$ cat config.mk
export PLATFORM = sky130hd
export DESIGN_NAME = cic_decim_ctrl
export DESIGN_NICKNAME = d
export VERILOG_FILES = /design/src/rtl/cic_decim_ctrl.sv
export SDC_FILE = /design/constraint.sdc
export NUM_CORES = 1
export LEC_CHECK = 0
export BUFFER_PORTS_ARGS = -buffer_cell sky130_fd_sc_hd__buf_2
export CAP_MARGIN = 20
export CORE_MARGIN = 3
export CORE_UTILIZATION = 50
export CTS_BUF_LIST = sky130_fd_sc_hd__clkbuf_4 sky130_fd_sc_hd__clkbuf_8
export DETAILED_ROUTE_END_ITERATION = 12
export MAX_ROUTING_LAYER = met4
export PLACE_DENSITY = 0.77
export SYNTH_ARGS = -nofsm -noshare
export SYNTH_HDL_FRONTEND = slang
export SYNTH_SLANG_ARGS = --single-unit
export TNS_END_PERCENT = 100
$ cat constraint.sdc
create_clock -name clk -period 4.65 [get_ports clk]
set_clock_uncertainty 0.2 [all_clocks]
set_input_delay 0.2325 -clock clk [delete_from_list [all_inputs] [get_ports clk]]
set_output_delay 0.2325 -clock clk [all_outputs]
set_load 0.005 [all_outputs]
$ cat src/rtl/cic_decim_ctrl.sv
// Sequencer for the CIC decimation datapath: programmable decimation tick, warm-up discard
// and a one-entry valid/ready holding register for settled filter output words.
module cic_decim_ctrl #(
  parameter int unsigned DATA_W  = 24,
  parameter int unsigned RATIO_W = 8,
  parameter int unsigned WARMUP  = 3
) (
  input  logic               clk,
  input  logic               rst,
  input  logic               enable,
  input  logic [RATIO_W-1:0] ratio,
  output logic               dec_tick,
  output logic               filt_rst,
  input  logic [DATA_W-1:0]  filt_data,
  output logic               sample_valid,
  output logic [DATA_W-1:0]  sample_data,
  input  logic               sample_ready,
  output logic               settled,
  output logic               overrun,
  input  logic               clr_overrun
);

  localparam logic [1:0] StIdle = 2'd0;
  localparam logic [1:0] StWarm = 2'd1;
  localparam logic [1:0] StRun  = 2'd2;

  localparam int unsigned WarmW = (WARMUP > 1) ? $clog2(WARMUP) : 1;
  localparam logic [WarmW-1:0] WarmLast = (WARMUP > 0) ? WarmW'(WARMUP - 1) : '0;

  logic [1:0]         state_q, state_d;
  logic [RATIO_W-1:0] phase_q, phase_d;
  logic [RATIO_W-1:0] ratio_q, ratio_d;
  logic [WarmW-1:0]   warm_cnt_q, warm_cnt_d;
  logic               cap_pend_q, cap_pend_d;
  logic               tick_q, tick_d;
  logic               valid_q, valid_d;
  logic [DATA_W-1:0]  data_q, data_d;
  logic               overrun_q, overrun_d;

  // Sequencer: tick_q is registered so that it is high exactly while phase_q == ratio_q-1.
  always_comb begin
    state_d    = state_q;
    phase_d    = phase_q;
    ratio_d    = ratio_q;
    warm_cnt_d = warm_cnt_q;
    cap_pend_d = 1'b0;
    tick_d     = 1'b0;
    case (state_q)
      StIdle: begin
        if (enable) begin
          ratio_d    = (ratio < RATIO_W'(2)) ? RATIO_W'(2) : ratio;
          phase_d    = '0;
          warm_cnt_d = '0;
          state_d    = (WARMUP == 0) ? StRun : StWarm;
        end
      end
      StWarm, StRun: begin
        if (!enable) begin
          state_d = StIdle;
          phase_d = '0;
        end else begin
          phase_d = tick_q ? '0 : phase_q + RATIO_W'(1);
          tick_d  = (phase_d == ratio_q - RATIO_W'(1));
          if (tick_q) begin
            if (state_q == StWarm) begin
              warm_cnt_d = warm_cnt_q + WarmW'(1);
              if (warm_cnt_q == WarmLast) state_d = StRun;
            end else begin
              cap_pend_d = 1'b1;
            end
          end
        end
      end
      default: state_d = StIdle;
    endcase
  end

  // Holding register; a capture into a full register that is not being drained is dropped.
  always_comb begin
    valid_d   = valid_q;
    data_d    = data_q;
    overrun_d = overrun_q;
    if (clr_overrun) overrun_d = 1'b0;
    if (cap_pend_q) begin
      if (!valid_q || sample_ready) begin
        data_d  = filt_data;
        valid_d = 1'b1;
      end else begin
        overrun_d = 1'b1;
      end
    end else if (valid_q && sample_ready) begin
      valid_d = 1'b0;
    end
  end

  always_ff @(posedge clk or posedge rst) begin
    if (rst) begin
      state_q    <= StIdle;
      phase_q    <= '0;
      ratio_q    <= '0;
      warm_cnt_q <= '0;
      cap_pend_q <= 1'b0;
      tick_q     <= 1'b0;
      valid_q    <= 1'b0;
      data_q     <= '0;
      overrun_q  <= 1'b0;
    end else begin
      state_q    <= state_d;
      phase_q    <= phase_d;
      ratio_q    <= ratio_d;
      warm_cnt_q <= warm_cnt_d;
      cap_pend_q <= cap_pend_d;
      tick_q     <= tick_d;
      valid_q    <= valid_d;
      data_q     <= data_d;
      overrun_q  <= overrun_d;
    end
  end

  assign dec_tick     = tick_q;
  assign filt_rst     = (state_q == StIdle);
  assign settled      = (state_q == StRun);
  assign sample_valid = valid_q;
  assign sample_data  = data_q;
  assign overrun      = overrun_q;

endmodule

== Word-level counts from Yosys, hierarchy flattened ==
Index checks and enable logic that the tools add are counted.

* Bits of input ports: 37
* Register bits: 48
* Word-level logic and storage cells: 66

* Reduce and logical (&&, ||, !) cells: 13
* Add/subtract/negate cells: 3
* Mux-type cells: 28
* Eq/ne operators: 12
* Magnitude comparators: 1

{| class="wikitable"
|+ Operators by type and width
! operator !! number
|-
| 2-to-1 mux 8 bit || 4
|-
| 2-to-1 mux 2 bit || 9
|-
| one-hot mux 8 bit (2 select lines) || 1
|-
| 2-to-1 mux 1 bit || 12
|-
| != test 3 bit (second input constant) || 3
|-
| adder 8 x 1 -> 8 bit (second input constant) || 1
|-
| equality test 8 bit || 1
|-
| less-than comparator 8 x 2 -> 1 bit (second input constant) || 1
|-
| != test 2 bit (second input constant) || 4
|-
| one-hot mux 2 bit (2 select lines) || 2
|-
| AND reduction 2 bit || 4
|-
| subtractor 8 x 1 -> 8 bit (second input constant) || 1
|-
| AND reduction 5 bit || 1
|-
| equality test 2 bit (second input constant) || 2
|-
| AND reduction 4 bit || 1
|-
| nonzero test 2 bit || 2
|-
| adder 2 x 1 -> 2 bit (second input constant) || 1
|-
| equality test 2 x 1 -> 1 bit (second input constant) || 1
|-
| logical NOT 2 bit || 1
|-
| != test 2 x 1 -> 1 bit (second input constant) || 1
|-
| OR reduction 2 bit || 1
|-
| logical AND 1 bit || 1
|-
| logical NOT 1 bit || 1
|-
| logical OR 1 bit || 1
|}

== Logic depth before layout (Yosys ltp) ==
Gate-level depths: netlist of the first run.

* Depth in word-level cells: 6
* Gate-level depth with buffers: 9
* Gate-level depth less buffers: 8

== Worst setup path before layout of the first run ==
OpenSTA, ideal clock, no wires.

* Kind: register -> register
* From: reg ratio_q[0]
* To: reg tick_q (netlist: dec_tick)
* Period minus slack after synthesis: 2.383 ns
* Path slack: 2.267 ns
* Arrival time: 2.087 ns
* Buffers on the path: 1
* Stages on the path, launching flop included: 8
* Required time: 4.354 ns
* Path through: dfrtp_1 > buf_6 > or4_4 > and2_4 > xnor2_1 > or3_1 > mux2_4 > nor4_2

* Cells in the longest elaborated chain, start to end: 4

{| class="wikitable"
|+ RTL lines
! item !! RTL line !! RTL
|-
| start, declared || 32 || <nowiki>logic [RATIO_W-1:0] ratio_q, ratio_d;</nowiki>
|-
| start signal, assigned || 110 || <nowiki>ratio_q <= ratio_d;</nowiki>
|-
| subtractor 8 x 1 -> 8 bit || 63 || <nowiki>tick_d = (phase_d == ratio_q - RATIO_W'(1));</nowiki>
|-
| equality test 8 bit || 63 ||
|-
| 2-to-1 mux 1 bit || 58 || <nowiki>if (!enable) begin</nowiki>
|-
| 2-to-1 mux 1 bit || 48 || <nowiki>case (state_q)</nowiki>
|-
| net tick_d || 35 || <nowiki>logic tick_q, tick_d;</nowiki>
|-
| end signal, assigned || 113 || <nowiki>tick_q <= tick_d;</nowiki>
|-
| end, declared || 35 ||
|}

The timed path passes the listed nets, and every way through them passes these cells.
A chain may end at the register's enable or synchronous reset.

== Final worst setup path of the first run ==
Ends and elaborated chain as after synthesis.

==> metrics.md, run 1 <==
| Metric | Value |
|---|---|
| TritonCTS clock tree | `yes` |
| Via count | `~1900` |
| Global-route wire length before repair | `between 8 and 9 mm` |
| Overflow after GRT | `0` |
| Post-route setup slack | `about 2.2 ns` |
| Post-synth top area cell | `dfrtp_1` |
| Post-DR wirelength/cell | `roughly 14 um` |
| Combinational share of power | `around 38%` |
| Fmax | `406.1 MHz` |
| Detailed placement HPWL | `approximately 3.4 mm` |
| DRC errors left | `0` |
| RSZ-0062 raised after global routing | `false` |
| Count of different cell masters after synthesis | `39` |
| Cell Int Power | `0.0008774 W` |
| # setup viols final | `0` |
| Fin. Hold Viols | `0` |
| Critical Path Sink Type | `register` |
| GR Util met2 | `between 30% and 40%` |
| Min Hold Slack | `approximately 0.026 ns` |
| Clock H-tree levels | `2` |
| Num ports | `66` |
| TritonRoute pass-1 iters | `4` |
| Most common cell in the netlist | `dfrtp_1` |
| Sw power | `approximately 0.00046 W` |
| Row count | `24` |
| Synth Instances | `approximately 220` |
| Clk buf depth | `2` |
| Final Max Tran Viols | `0` |
| VDD IR max | `approximately 0.00026 V` |
| DIE HEIGHT | `approximately 75 um` |
| Tightest Pin Transition | `between 0.9 and 1 ns` |
| Largest net degree at the start of global routing | `49` |
| GP Congestion | `between 0.8 and 0.9` |
| Fill cells | `between 300 and 400` |
| Leakage Power | `1.616 nW` |
| Async SR Flop Fraction | `100.0%` |
| Slew headroom | `approximately 36%` |
| Worst hold path class | `in2reg` |
| Die width | `between 70 and 80 um` |
| Clock group share of total power | `slightly below 20%` |
| Synthesized area | `2389 sq um` |
| Status | `finished clean` |
| DRT Wirelength | `around 5.3 mm` |
| CTS Root Cell | `clkbuf_8` |
| Pwr/cell area | `418.0 nW/um^2` |
| Layout area overhead | `33.94%` |
| Reg power frac | `42.7%` |
| Dpl ws | `~2.2 ns` |
| Footprint of the multi-input gates | `~1100 sq um` |
| Vias per cell | `around 5.2` |
| Routing usage on met1 | `23.77%` |
| Worst EP arrival | `2.47 ns` |
| Most used routing layer | `met2` |
| Effective utilization at floorplan | `between 50% and 60%` |
| Share of cells above drive strength 1 | `between 30% and 40%` |
| Post-route ant nets | `0` |
| Vias in the first global route | `between 1500 and 2000` |
| Synth top area share | `between 50% and 60%` |
| Final Critical Period | `between 2 and 2.5 ns` |
| Detailed Route Iter0 Violations | `64` |
| Initial antenna violation count | `0` |
| Worst Path Max Fanout | `8` |
| Final net count | `between 300 and 400` |
| # diodes | `0` |
| IO buf count | `65` |
| GR Util All Layers | `between 20% and 30%` |
| Post-synth net total | `260` |
| Setup Buffers After CTS | `0` |
| Crit start category | `register` |
| Max-cap violations | `0` |
| Core footprint | `4474 sq um` |
| Ratio of final minimum period to clock period | `between 50% and 60%` |
| Clk sinks | `48` |
| Sequential share of the synthesized area | `slightly above 50%` |
| DIE AREA | `about 5600 sq um` |
| Met3 usage | `under 10%` |
| Flop2flop setup slack | `between 2 and 2.5 ns` |
| Primary FF master, synth | `dfrtp_1` |
| CTS Buf Count | `5` |
| Commonest cells in the netlist | `dfrtp_1, mux2_2, nand2_1` |
| Setup TNS | `0 ns` |
| Worst-path clk slew | `around 0.09 ns` |
| Kind of critical path | `reg2reg` |
| Sw Ratio | `approximately 34%` |
| Post-synth EDFFs | `0` |
| Worst skew pair latency | `approximately 0.30 ns` |
| Reg area | `1201 sq um` |
| WP data required | `between 4 and 5 ns` |
| Synth Register Bits | `48` |
| Yosys Warn Count | `0` |
| Synth top area cells | `dfrtp_1, mux2_2, nand2_1` |
| Share of the core filled with cells | `roughly 72%` |
| Syn Area/Cell | `around 11 sq um` |
-- repair_timing --
action,CTS,global route
hold endpoints to repair,81,0
endpoints found under the setup margin,0,0
gates resized for setup,0,0
hold buffers,34,0
-- worst paths after layout --
| kind | from | endpoint | cells past startpoint |
|---|---|---|---|
| worst max-delay path | ratio_q[0]$_DFFE_PP0P_ | dec_tick$_DFF_PP0_ | 6 |
| worst min-delay path | enable | state_q[0]$_DFFE_PP0P_ | 3 |
| worst max register to register | ratio_q[0]$_DFFE_PP0P_ | dec_tick$_DFF_PP0_ | 6 |
| worst min register to register | warm_cnt_q[0]$_DFFE_PP0P_ | warm_cnt_q[0]$_DFFE_PP0P_ | 1 |
| max in group asynchronous | rst | sample_data[14]$_DFFE_PP0P_ | 4 |
| min in group asynchronous | rst | sample_data[1]$_DFFE_PP0P_ | 3 |
-- placed cells by master, fill, tap and decap left out, types with 2 or more instances in the layout --
master         count
a21oi_1            6
buf_2             65
clkbuf_8           6
clkinvlp_4         2
dfrtp_1           48
dlygate4sd3_1     34
ha_1               7
inv_1              9
mux2_2            31
nand2_1           28
nand2b_1           2
nand3_1            3
nor2_1            11
nor3_1             4
nor3b_1            3
nor4_1             2
o21ai_0           15
o22ai_1            2
o31ai_1            4
or3_1              2
xnor2_1           11
xor2_1             3
-- power groups by stage --
stage	registers (W)	clock network [W]	logic [W]
2_1_floorplan	0.000552	0	0.000397
3_3_place_gp	0.000573	0	0.000467
3_5_place_dp	0.000577	0	0.000480
4_1_cts	0.000568	0.000267	0.000504
5_1_grt	0.000584	0.000282	0.000574
6_report	0.000571	0.000262	0.000504
-- metrics by stage --
stage                     cell area [sq um]  total power, W  cells
after global placement                 2741        0.001040    327
after floorplan                        2389       0.0009490    216
after CTS                              3179        0.001339    369
after global routing                   3199        0.001439    370
final                                  3199        0.001337    370
after detailed placement               2741        0.001056    327
-- worst max-delay path: stages, from the launching register on --
cell and delay (ns):
dfrtp_1 0.47, or4_4 0.58, and2_4 0.19, xnor2_1 0.11, or3_1 0.30, mux2_4 0.27, nor4_2 0.26
-- final cells by class --
class | count | area share (%)
timing repair buffer | 100 | 21.43
clock buffer | 6 | 2.581
tap | 52 | 2.034
clock inverter | 2 | 0.4693
inverter | 10 | 1.173
sequential | 48 | 37.54
multi-input combinational | 152 | 34.77
-- layer usage --
metal	wire length, um	vias to the layer above	share of wire [%]
met2	2560	57	48
met4	55	0	1.0
met3	337	8	6.3
li1	-	950	-
met5	0	-	0
met1	2355	897	44
-- registers in the layout, summed over array words and instances, names as in the netlist --
signal / flops
dec_tick: 1
warm_cnt_q: 2
sample_valid: 1
state_q: 2
phase_q: 8
ratio_q: 8
overrun: 1
sample_data: 24
cap_pend_q: 1
-- kinds of logic (layout without fill, tap and decap cells) --
logic type	count (synthesis)	count (layout)	share of synthesized area (%)
buffers and inverters	16	118	3.143
multiplexers	32	32	15.24
AO/OA/AOI/OAI	35	35	8.958
flip-flops	48	48	50.29
adder cells (fa/ha/maj)	7	7	3.667
XOR/XNOR	15	15	5.815
AND/OR/NAND/NOR	63	63	12.89
Note: power is estimated with default switching activity, not from simulation.
==> run 2: changes to the inputs <==
- ABC_AREA: not set -> 1
- clock period: 4.65 -> 2.3 ns (I/O delays scaled with it)
==> metrics.md, run 2 <==
| Metric | Value |
|---|---|
| Via count | `between 2000 and 2500` |
| Share of cells above drive strength 1 | `a little under a third` |
| Worst-path clk slew | `around 0.080 ns` |
| Clk buf depth | `2` |
| Post-synth top area cell | `dfrtp_1` |
| # diodes | `0` |
| Effective utilization at floorplan | `between 50 and 60%` |
| Post-route ant nets | `0` |
| GP Congestion | `between 0.7 and 0.8` |
| FF-to-FF End | `ratio_q[0]$_DFFE_PP0P_` |
| RSZ-0062 raised after global routing | `false` |
| Critical Path Sink Type | `register` |
| Final net count | `around 420` |
| Total Power | `0.002846 W` |
| Vias per cell | `between 4 and 5` |
| FF-to-FF path depth | `7` |
| Post-synth EDFFs | `0` |
| CTS Buf Count | `5` |
| Cell Int Power | `roughly 0.0019 W` |
| Leakage Power | `1.847 nW` |
| Pwr/cell area | `about 840 nW/um^2` |
| Ratio of final minimum period to clock period | `between 90 and 100%` |
| Most common cell after layout, fill and taps aside | `buf_2` |
| Sw power | `~0.00098 W` |
| Synth Area in Simple Gates | `approximately a fifth` |
| Clock group share of total power | `24.4%` |
| Synthesized area | `2440 sq um` |
| Clk sinks | `48` |
| Worst EP arrival | `between 2 and 2.5 ns` |
| Synth Area in Adders | `roughly 3.6%` |
| CTS Root Cell | `clkbuf_8` |
| Synth top area share | `just under 50%` |
| Proportion of synthesized area in mux cells | `11.08%` |
| Reg2reg start | `state_q[0]$_DFFE_PP0P_` |
| Slew headroom | `63.49%` |
| Tightest Pin Transition | `around 0.55 ns` |
| Worst Path Max Fanout | `10` |
| Vias in the first global route | `~2200` |
| Global-route wire length before repair | `between 9 and 10 mm` |
| DRT Wirelength | `between 5 and 6 mm` |
| Fin. Hold Viols | `0` |
| GR Util All Layers | `a little under a quarter` |
| Primary FF master, synth | `dfrtp_1` |
| Row count | `24` |
| Clock H-tree levels | `2` |
| Status | `finished clean` |
| VDD IR max | `~0.00055 V` |
| # setup viols final | `0` |
| Count of different cell masters after synthesis | `31` |
| Post-DR wirelength/cell | `approximately 13 um` |
| Detailed Route Iter0 Violations | `75` |
| Async SR Flop Fraction | `between 90% and 100%` |
| Detailed placement HPWL | `3.582 mm` |
| Initial antenna violation count | `0` |
| Commonest non-fill, non-tap cells in the layout | `buf_2, nand2_1, dfrtp_1` |
| Post-synth net total | `roughly 310` |
| Overflow after GRT | `0` |
| Syn Area/Cell | `9.070 sq um` |
| Crit start category | `register` |
| Largest family of logic cells by synthesized area | `simple AND/OR/NAND/NOR gates` |
| Worst hold path class | `in2async` |
| Yosys Warn Count | `0` |
| Largest net degree at the start of global routing | `26` |
| Synth Instances | `~270` |
| Synth Register Bits | `48` |
| Max-cap violations | `0` |
| DIE AREA | `5754 sq um` |
| DIE HEIGHT | `75.86 um` |
| Core footprint | `4534 sq um` |
| Die width | `between 70 and 80 um` |
| Final Critical Period | `about 2.1 ns` |
| Most common cell in the netlist | `nand2_1` |
| Sequential share of the synthesized area | `about half` |
| DRC errors left | `0` |
| Flop2flop setup slack | `~0.18 ns` |
| Worst skew pair latency | `0.29 ns` |
| Combinational share of power | `a little over a third` |
| Fmax | `472.3 MHz` |
| Setup TNS | `0 ns` |
| Kind of critical path | `reg2reg` |
| Final Max Tran Viols | `0` |
| WP data required | `around 2.3 ns` |
| Max FFs per register | `24` |
| IO buf count | `65` |
| Num ports | `66` |
| Commonest cells in the netlist | `nand2_1, dfrtp_1, inv_1` |
| Post-synthesis compound-gate area fraction | `7.385%` |
| Reg power frac | `39.2%` |
| Sw Ratio | `about 34%` |
| Layout area overhead | `38.36%` |
| TritonCTS clock tree | `yes` |
| Post-Synth XOR/XNOR Area | `0%` |
| Synth top area cells | `dfrtp_1, mux2_2, nand2_1` |
| TritonRoute pass-1 iters | `4` |
==> run 2: changes by cell type after synthesis, sizes merged, moves of 3 or more <==
cell	delta
nand3b	+3
nor3b	-3
nor2	+13
xor2	-3
a21oi	-5
o21ai	+4
xnor2	-12
mux2	-8
inv	+32
o22ai	+4
o31ai	-3
nor3	-3
nand2	+32
nand3	+19
==> run 2: how the worst max path moves through the flow <==
| stage | cells past startpoint | slack (ns) | end | start |
|---|---|---|---|---|
| 2_1_floorplan | 6 | 0.50 | state_q[1]$_DFFE_PP0P_ | state_q[0]$_DFFE_PP0P_ |
| 3_3_place_gp | 6 | 0.43 | state_q[1]$_DFFE_PP0P_ | state_q[0]$_DFFE_PP0P_ |
| 3_5_place_dp | 6 | 0.32 | state_q[1]$_DFFE_PP0P_ | state_q[0]$_DFFE_PP0P_ |
| 4_1_cts | 7 | 0.07 | ratio_q[0]$_DFFE_PP0P_ | state_q[0]$_DFFE_PP0P_ |
| 5_1_grt | 7 | 0.07 | ratio_q[0]$_DFFE_PP0P_ | state_q[1]$_DFFE_PP0P_ |
| 6_report | 7 | 0.18 | ratio_q[0]$_DFFE_PP0P_ | state_q[0]$_DFFE_PP0P_ |
==> run 2: layout make-up <==
type	instances	area, sq um
clock buffer	5	68.82
clock inverter	2	60.06
fill	298	1159
inverter	42	157.7
multi-input combinational	175	1059
sequential	48	1201
tap	65	81.33
timing repair buffer	107	748.2
==> run 2: what timing repair did <==
item,4_1_cts,5_1_grt
hold buffers,38,0
gates resized for setup,0,1
endpoints found under the setup margin,0,1
setup buffers,0,0
hold endpoints to repair,60,0
==> run 2: worst max-delay path, cell delays in order (launching register included) <==
cell           delay [ns]
dfrtp_1              0.42
inv_1                0.09
ha_1                 0.23
nand2_2              0.19
inv_1                0.15
nand2_1              0.09
o22ai_1              0.07
dlygate4sd3_1        0.57
==> run 2: metrics by stage <==
stage,cells,setup slack (ns),util (%),cell area [sq um],hold slack [ns]
finish,444,0.1828,74.45,3376,0.1989
floorplan,269,0.4982,-,2440,0.02362
CTS,444,0.06978,74.39,3373,0.2162
detailed placement,399,0.3214,63.16,2864,-0.003937
global placement,399,0.4260,63.16,2864,-0.007307
global route,444,0.06855,74.45,3376,0.2588
==> run 2: power groups by stage <==
stage | Sequential, W | Clock [W] | Combinational (W)
4_1_cts | 0.00111 | 0.000707 | 0.00103
6_report | 0.00112 | 0.000695 | 0.00103
2_1_floorplan | 0.00111 | 0 | 0.000701
5_1_grt | 0.00113 | 0.000739 | 0.00120
3_5_place_dp | 0.00113 | 0 | 0.000941
3_3_place_gp | 0.00112 | 0 | 0.000923
==> run 2: logic make-up after synthesis <==
kind of cell,Yosys count
AO/OA/AOI/OAI,30
AND/OR/NAND/NOR,114
buffers and inverters,46
adder cells (fa/ha/maj),7
flip-flops,48
multiplexers,24
==> run 2: routing by layer <==
metal,track usage (%),part of all wire [%],vias to the layer above
li1,-,-,1093
met1,23.76,41,985
met2,42.87,51,79
met3,5.013,6.6,12
met4,6.214,1.5,0
met5,-,0,-
